===== src/rtl/card_shoe.sv =====
// card_shoe: finite multi-deck card source for the BlackJack datapath.
//
// A free-running rank counter (1..NUM_RANKS) picks the starting rank of
// each draw. Per-rank remaining counts model a shoe of DECKS decks.
// Depleted ranks are skipped by walking the pointer upward with wrap.
//
// Ports:
//   clock       system clock, rising edge
//   reset_n     asynchronous active-low reset
//   run         1 = rank counter advances every cycle
//   shuffle     synchronous reload of the full shoe; aborts a search
//   draw_req    request one card; sampled only while idle
//   card        last dealt card value, held until the next deal
//   card_valid  one-cycle pulse when card is updated
//   busy        high while searching for a non-depleted rank
//   empty       high when cards_left == 0
//   cards_left  total cards remaining in the shoe
//
// Build option: define CARD_SHOE_INFINITE_EN for an infinite shoe. Counts
// are never decremented, cards_left stays full and empty is tied low.

module card_shoe #(
  parameter int unsigned NUM_RANKS  = 10,
  parameter int unsigned DECKS      = 1,
  parameter int unsigned TEN_MULT   = 4,
  parameter int unsigned CARD_W     = 5,
  parameter int unsigned RANK_CNT_W = 8,
  parameter int unsigned LEFT_W     = 9
) (
  input  logic              clock,
  input  logic              reset_n,
  input  logic              run,
  input  logic              shuffle,
  input  logic              draw_req,
  output logic [CARD_W-1:0] card,
  output logic              card_valid,
  output logic              busy,
  output logic              empty,
  output logic [LEFT_W-1:0] cards_left
);

  localparam int unsigned RANK_W = $clog2(NUM_RANKS + 1);
  localparam logic [RANK_CNT_W-1:0] RankFull = RANK_CNT_W'(4 * DECKS);
  localparam logic [RANK_CNT_W-1:0] TenFull  = RANK_CNT_W'(4 * DECKS * TEN_MULT);
  localparam logic [LEFT_W-1:0]     LeftFull =
      LEFT_W'(4 * DECKS * (NUM_RANKS - 1 + TEN_MULT));

  typedef enum logic [0:0] {StIdle, StSearch} state_e;

  state_e                state_q, state_d;
  logic [RANK_W-1:0]     rank_q;
  logic [RANK_W-1:0]     ptr_q, ptr_d;
  logic [RANK_W-1:0]     ptr_idx;
  logic [RANK_CNT_W-1:0] remaining_q [NUM_RANKS];
  logic [RANK_CNT_W-1:0] ptr_count;
  logic [LEFT_W-1:0]     cards_left_q;
  logic [CARD_W-1:0]     card_q;
  logic                  card_valid_q;
  logic                  shoe_empty;
  logic                  hit;
  logic                  deal;

  // Rank r is stored at array index r-1.
  assign ptr_idx   = ptr_q - RANK_W'(1);
  assign ptr_count = remaining_q[ptr_idx];
  assign hit       = (ptr_count != '0);
  assign deal      = !shuffle && (state_q == StSearch) && hit;

`ifdef CARD_SHOE_INFINITE_EN
  assign shoe_empty = 1'b0;
`else
  assign shoe_empty = (cards_left_q == '0);
`endif

  // FSM state register
  always_ff @(posedge clock or negedge reset_n) begin
    if (!reset_n) begin
      state_q <= StIdle;
      ptr_q   <= RANK_W'(1);
    end else begin
      state_q <= state_d;
      ptr_q   <= ptr_d;
    end
  end

  // FSM next state
  always_comb begin
    state_d = state_q;
    ptr_d   = ptr_q;
    if (shuffle) begin
      state_d = StIdle;
    end else begin
      unique case (state_q)
        StIdle: begin
          if (draw_req && !shoe_empty) begin
            state_d = StSearch;
            ptr_d   = rank_q;
          end
        end
        StSearch: begin
          if (hit) begin
            state_d = StIdle;
          end else begin
            ptr_d = (ptr_q == RANK_W'(NUM_RANKS)) ? RANK_W'(1) : ptr_q + RANK_W'(1);
          end
        end
        default: state_d = StIdle;
      endcase
    end
  end

  // FSM outputs
  always_comb begin
    busy = (state_q == StSearch);
  end

  // Datapath: rank counter, shoe counts, dealt card
  always_ff @(posedge clock or negedge reset_n) begin
    if (!reset_n) begin
      rank_q       <= RANK_W'(1);
      card_q       <= '0;
      card_valid_q <= 1'b0;
      cards_left_q <= LeftFull;
      for (int i = 0; i < int'(NUM_RANKS); i++) begin
        remaining_q[i] <= (i == int'(NUM_RANKS) - 1) ? TenFull : RankFull;
      end
    end else begin
      card_valid_q <= deal;
      if (run) begin
        rank_q <= (rank_q == RANK_W'(NUM_RANKS)) ? RANK_W'(1) : rank_q + RANK_W'(1);
      end
      if (deal) begin
        card_q <= CARD_W'(ptr_q);
      end
      if (shuffle) begin
        cards_left_q <= LeftFull;
        for (int i = 0; i < int'(NUM_RANKS); i++) begin
          remaining_q[i] <= (i == int'(NUM_RANKS) - 1) ? TenFull : RankFull;
        end
      end else if (deal) begin
`ifndef CARD_SHOE_INFINITE_EN
        remaining_q[ptr_idx] <= ptr_count - RANK_CNT_W'(1);
        cards_left_q         <= cards_left_q - LEFT_W'(1);
`endif
      end
    end
  end

  assign card       = card_q;
  assign card_valid = card_valid_q;
  assign empty      = shoe_empty;
  assign cards_left = cards_left_q;

endmodule


===== config.mk =====
export PLATFORM = sky130hd
export DESIGN_NAME = card_shoe
export DESIGN_NICKNAME = d
export VERILOG_FILES = /design/src/rtl/card_shoe.sv
export SDC_FILE = /design/constraint.sdc
export NUM_CORES = 1
export LEC_CHECK = 0
export BUFFER_PORTS_ARGS = -buffer_cell sky130_fd_sc_hd__buf_2
export CAP_MARGIN = 20
export CORE_MARGIN = 2
export CORE_UTILIZATION = 40
export CTS_CLUSTER_DIAMETER = 40
export DETAILED_ROUTE_END_ITERATION = 10
export SYNTH_ARGS = -nofsm -noshare
export SYNTH_HDL_FRONTEND = slang
export SYNTH_SLANG_ARGS = --single-unit

===== constraint.sdc =====
create_clock -name clock -period 9.7 [get_ports clock]
set_input_delay 0.485 -clock clock [delete_from_list [all_inputs] [get_ports clock]]
set_output_delay 0.485 -clock clock [all_outputs]
set_load 0.05 [all_outputs]

# After elaboration in Yosys (flattened, before gate mapping)
# Index checks and enable logic that the tools add are counted.
# classes
addsub	5
magnitude_cmp	2
eq_ne	4
n_mux	19
bitwise_logic	3
reduce_logical	10
# op_table
operator	n
2-to-1 mux 80 bit	2
bitwise mux 80 bit	1
binary-select mux 8 bit (select 4 bit)	1
demux 8 bit (select 4 bit)	1
2-to-1 mux 8 bit	3
2-to-1 mux 9 bit	2
2-to-1 mux 4 bit	4
zero test 9 bit	1
subtractor 9 x 1 -> 9 bit, second input constant	1
adder 4 x 1 -> 4 bit, second input constant	2
equality test 4 bit, second input constant	2
case mux 4 bit (2 select lines)	1
nonzero test 8 bit	1
subtractor 8 x 1 -> 8 bit, second input constant	1
>= comparator 5 bit, second input constant	1
< comparator 5 x 1 -> 1 bit, second input constant	1
NOT 4 -> 5 bit	1
logical AND 1 bit	4
!= test 2 bit, second input constant	2
subtractor 4 x 1 -> 4 bit, second input constant	1
2-to-1 mux 1 bit	3
AND reduction 3 bit	1
zero test 1 bit	2
NOT 1 bit	2
other kinds (2)	2
# word_totals
ff_bits	103
input_bits	5
out_inout_bits	17
word_cells	59

# Depth between registers and ports, before layout
# logic_depth
word_depth	9
depth_mapped	20
mapped_depth_nobuf	13

# Worst setup path before layout
# No wires, ideal clock.
# synth_timing
path_kind	register to register
start	reg ptr_q[0]
end	reg ptr_q[1]
setup_time_ns	0.125
t_arrival_ns	4.250
t_required_ns	9.575
slack_ns	5.325
stages_incl_launch_ff	18
n_path_buf	5
synth_period_minus_slack_ns	4.375
cell_sequence	dfstp_2 -> buf_6 -> buf_4 -> buf_2 -> inv_1 -> ha_1 -> clkbuf_1 -> mux4_2 -> a22o_1 -> a21oi_1 -> clkbuf_1 -> ha_1 -> nand3_1 -> nor4b_4 -> nand3_4 -> o22a_1 -> nor2_4 -> mux2_2
# synth_between
elab_chain_cells	8
word_cells_on_any_way	13
classes_between	add/sub: 2; eq/ne: 2; mux: 6; bitwise: 1; reduce/logical: 2
# synth_rtl
element	line_no	rtl
from (decl)	52	logic [RANK_W-1:0] ptr_q, ptr_d;
from (signal assigned)	82	ptr_q <= ptr_d;
subtractor 4 x 1 -> 4 bit	64	assign ptr_idx = ptr_q - RANK_W'(1);
NOT 4 -> 5 bit (not written as such)	65	assign ptr_count = remaining_q[ptr_idx];
binary-select mux 8 bit (select 4 bit)	65	
2-to-1 mux 8 bit (not written as such) (2 in series)	65	
nonzero test 8 bit	66	assign hit = (ptr_count != '0);
!= test 2 bit (no source line)	n/a	
AND reduction 3 bit (no source line)	n/a	
# Several ways; a longest one is shown, not always the timed one. The select of a mux whose other input is x is not followed.
# A chain may end at the register's enable or synchronous reset.

# Worst setup path after layout
# Same ends and word-level chain as after synthesis.

==> results by group <==
Run status
  – Status: completed

Floorplan
  – Rows: 43
  – Die ar.: 0.01492 sq mm
  – I/O pin cnt: 22
  – Die X-Extent: 122.1 um
  – Die Height: 122.1 um
  – CORE AREA: 0.01377 sq mm
  – Initial Utilization: 40.53%

Final layout
  – Most frequent cells in the layout: dfrtp_1, nor2_1, mux2i_1, nand2b_1, buf_2
  – Area grow syn2layout: 8.270%
  – Finished layout cell area: 0.006045 sq mm
  – Share of cells above drive strength 1: 20.48%
  – # diodes: 0
  – Nets@finish: 510
  – Most common cell after layout, fill and taps aside: dfrtp_1
  – Final core occ: 43.89%

Critical path
  – Crit path top cell by count: ha_1
  – Crit-path slowest cell: ha_1
  – FF-to-FF Start: ptr_q[0]
  – CP Launch Type: flip-flop
  – R2r endpoint: ptr_q[1]
  – R2r setup slk: 4.21 ns
  – CP Max Fanout: 36
  – Cell Chain, Critical Path: buf_4 -> inv_1 -> ha_1 -> mux4_2 -> a22o_1 -> a21oi_1 -> ha_1 -> nand3_1 -> nor4b_4 -> nand3_4 -> o22a_1 -> nor2_4 -> mux2_2
  – Critical path type: flip-flop to flip-flop
  – Crit. Startpoint: ptr_q[0]
  – Worst setup EP type: flip-flop
  – CP required: 9.94 ns
  – Reg2Reg Depth: 13
  – CP peak stage delay: 0.97 ns
  – Crit path to: ptr_q[1]
  – Worst Path Arrival: 5.73 ns

STA
  – Final worst-path cycle share: 56.62%
  – Fmax: 182.1 MHz
  – RSZ-0062 raised after global routing: no
  – Final hold vios: 0
  – TNS Setup: 0 ns
  – Min Tclk post-route: 5.492 ns
  – Hold_ws: 0.07180 ns
  – Worst-Margin Slew: 1.043 ns
  – Fin worst setup slack: 4.208 ns
  – Final setup violation count: 0
  – Clock Skews: 0.01322 ns
  – Max-slew headroom: 29.99%
  – Max-slew violations: 0

Placement
  – IO Port Bufs: 20
  – DPL Wire Length: 8169 um
  – Pre-CTS WS: 4.184 ns
  – Placer congestion estimate: 0.7730
  – Post-DP Area: 0.005764 sq mm

Clock tree
  – Number of setup buffers added after CTS: 0
  – CTS tree: yes
  – Clk pin slew, worst setup/hold paths: 0.07 ns
  – H-tree depth: 3
  – Worst skew pair latency: 0.36 ns
  – Cts bufs inserted: 9
  – Clk root buf: clkbuf_16
  – Worst-case clock buffer depth: 2
  – Cts hold-fix bufs: 0
  – CTS Sinks: 103
  – Post-cts sizing count: 0

Route
  – Vias per cell: 5.616
  – Detailed Route WL: 12890 um
  – Routed Antenna Nets: 0
  – WL/cell: 18.87 um
  – DRC violations left: 0
  – Vias: 3836
  – DRT Pass-1 Iters: 5
  – Initial DRC count: 277

Global route
  – Largest net degree at the start of global routing: 94
  – Initial antenna violation count: 0
  – Overall Global Routing Usage: 18.81%
  – First-pass GRT wire length: 21390 um
  – Remaining global-route overflow: 0
  – Vias in the first global route: 3893

Logic synthesis
  – Mean Syn Cell Area: 11.21 sq um
  – Top cell type's share of synthesized area: 39.44%
  – Mapped Area: 0.005583 sq mm
  – Synth Register Bits: 103
  – Syn_nets: 510
  – Post-synth EDFFs: 0
  – Yosys cell types: 67
  – Post-synth top area cell: dfrtp_1
  – Ranking of synthesized cells by area: dfrtp_1, mux2i_1, dfstp_2, mux4_2, nor2_1
  – Ys async rst share: 100.0%
  – Dominant synthesized flop cell: dfrtp_1
  – Ys Warns: 0
  – Mapped Cells: 498
  – Sequential share of the synthesized area: 46.50%

Pwr
  – Switch share: 47.42%
  – Cell Int Power: 957.7 uW
  – Pwr dens: 301.3 mW/mm^2
  – VDD IR max: 0.1559 mV
  – Clk pwr share: 19.1%
  – Flop pwr share: 29.9%
  – Combinational power share: 51.0%
  – LEAKAGE: 0.002595 uW
  – Sw Pwr: 863.7 uW

Run
  – Max-cap viol count: 0

Worst hold path
  – HP Class: input pin to asynchronous set/reset pin
## registers in the layout, indices dropped and copies added (netlist names)
register     count
busy             1
ptr_q            4
card             4
cards_left       9
remaining_q     80
card_valid       1
rank_q           4
## Yosys cell counts (4+ instances only)
master	instances
a211o_1	7
a211oi_1	8
a21oi_1	14
a22o_1	7
a32o_1	4
and4_1	5
buf_2	6
buf_4	7
clkbuf_1	20
dfrtp_1	88
dfstp_2	15
ha_1	7
inv_1	17
mux2_2	17
mux2i_1	47
mux4_2	14
nand2_1	11
nand2b_1	19
nand3_1	4
nand4_1	7
nor2_1	60
nor2b_1	9
nor3_1	6
nor4_1	6
o21ai_0	11
o22ai_1	11
o2bb2ai_1	9
xnor2_1	6
xor2_1	4
## area by class of cell
type	count	area (sq um)
clock inverter	6	51.30
clock buffer	10	229.0
fill	1317	7729
sequential	103	2596
timing repair buffer	25	140.1
multi-input combinational	342	2739
inverter	17	63.81
tap	180	225.2
## worst min path at each step
| stage | from | endpoint | slack (ns) | cells past startpoint |
|---|---|---|---|---|
| 4_1_cts | reset_n | cards_left[6] | 0.08 | 1 |
| 2_1_floorplan | reset_n | busy | 0.19 | 0 |
| 5_1_grt | reset_n | cards_left[6] | 0.09 | 1 |
| 3_3_place_gp | reset_n | cards_left[6] | 0.45 | 1 |
| 6_report | reset_n | cards_left[6] | 0.07 | 1 |
| 3_5_place_dp | remaining_q[10] | remaining_q[10] | 0.45 | 2 |
## logic make-up after synthesis
group,after synthesis,share of synthesized area [%]
adders and majority gates,7,1.569
muxes,78,17.50
AOI/OAI and AO/OA,91,12.24
other,1,0.06717
and+or+nand+nor,154,15.82
buffers and inverters,53,4.437
xor gates and xnor gates,11,1.860
DFF,103,46.50
## metal layers
layer	up-vias	global-route usage, %	share of wire [%]
met5	-	0	0
met4	0	4.454	1.3
li1	1810	-	-
met2	89	30.62	48
met3	10	4.682	5.2
met1	1927	25.35	46
## metrics by stage
| step | total power [uW] | std cells |
|---|---|---|
| 6_report | 1821 | 683 |
| 5_1_grt | 1938 | 683 |
| 4_1_cts | 1837 | 683 |
| 3_5_place_dp | 1483 | 667 |
| 3_3_place_gp | 1469 | 667 |
| 2_1_floorplan | 1256 | 498 |
## power by group through the flow
| stage | combinational, uW | sequential (uW) | clock, uW |
|---|---|---|---|
| after floorplan | 672 | 584 | 0 |
| after global placement | 922 | 547 | 0 |
| after detailed placement | 932 | 551 | 0 |
| after CTS | 934 | 544 | 359 |
| after global routing | 1010 | 553 | 374 |
| final | 929 | 545 | 347 |
## critical path, delay by kind of cell, from the launching register on
kind / cells / cell delay (ns)
fa+ha+maj: 2 / 1.31
buf+inv: 2 / 0.68
compound gates: 3 / 1.23
simple gates: 4 / 0.86
mux: 2 / 0.76
flops: 1 / 0.52
No activity file was read; power rests on OpenSTA's default activity.
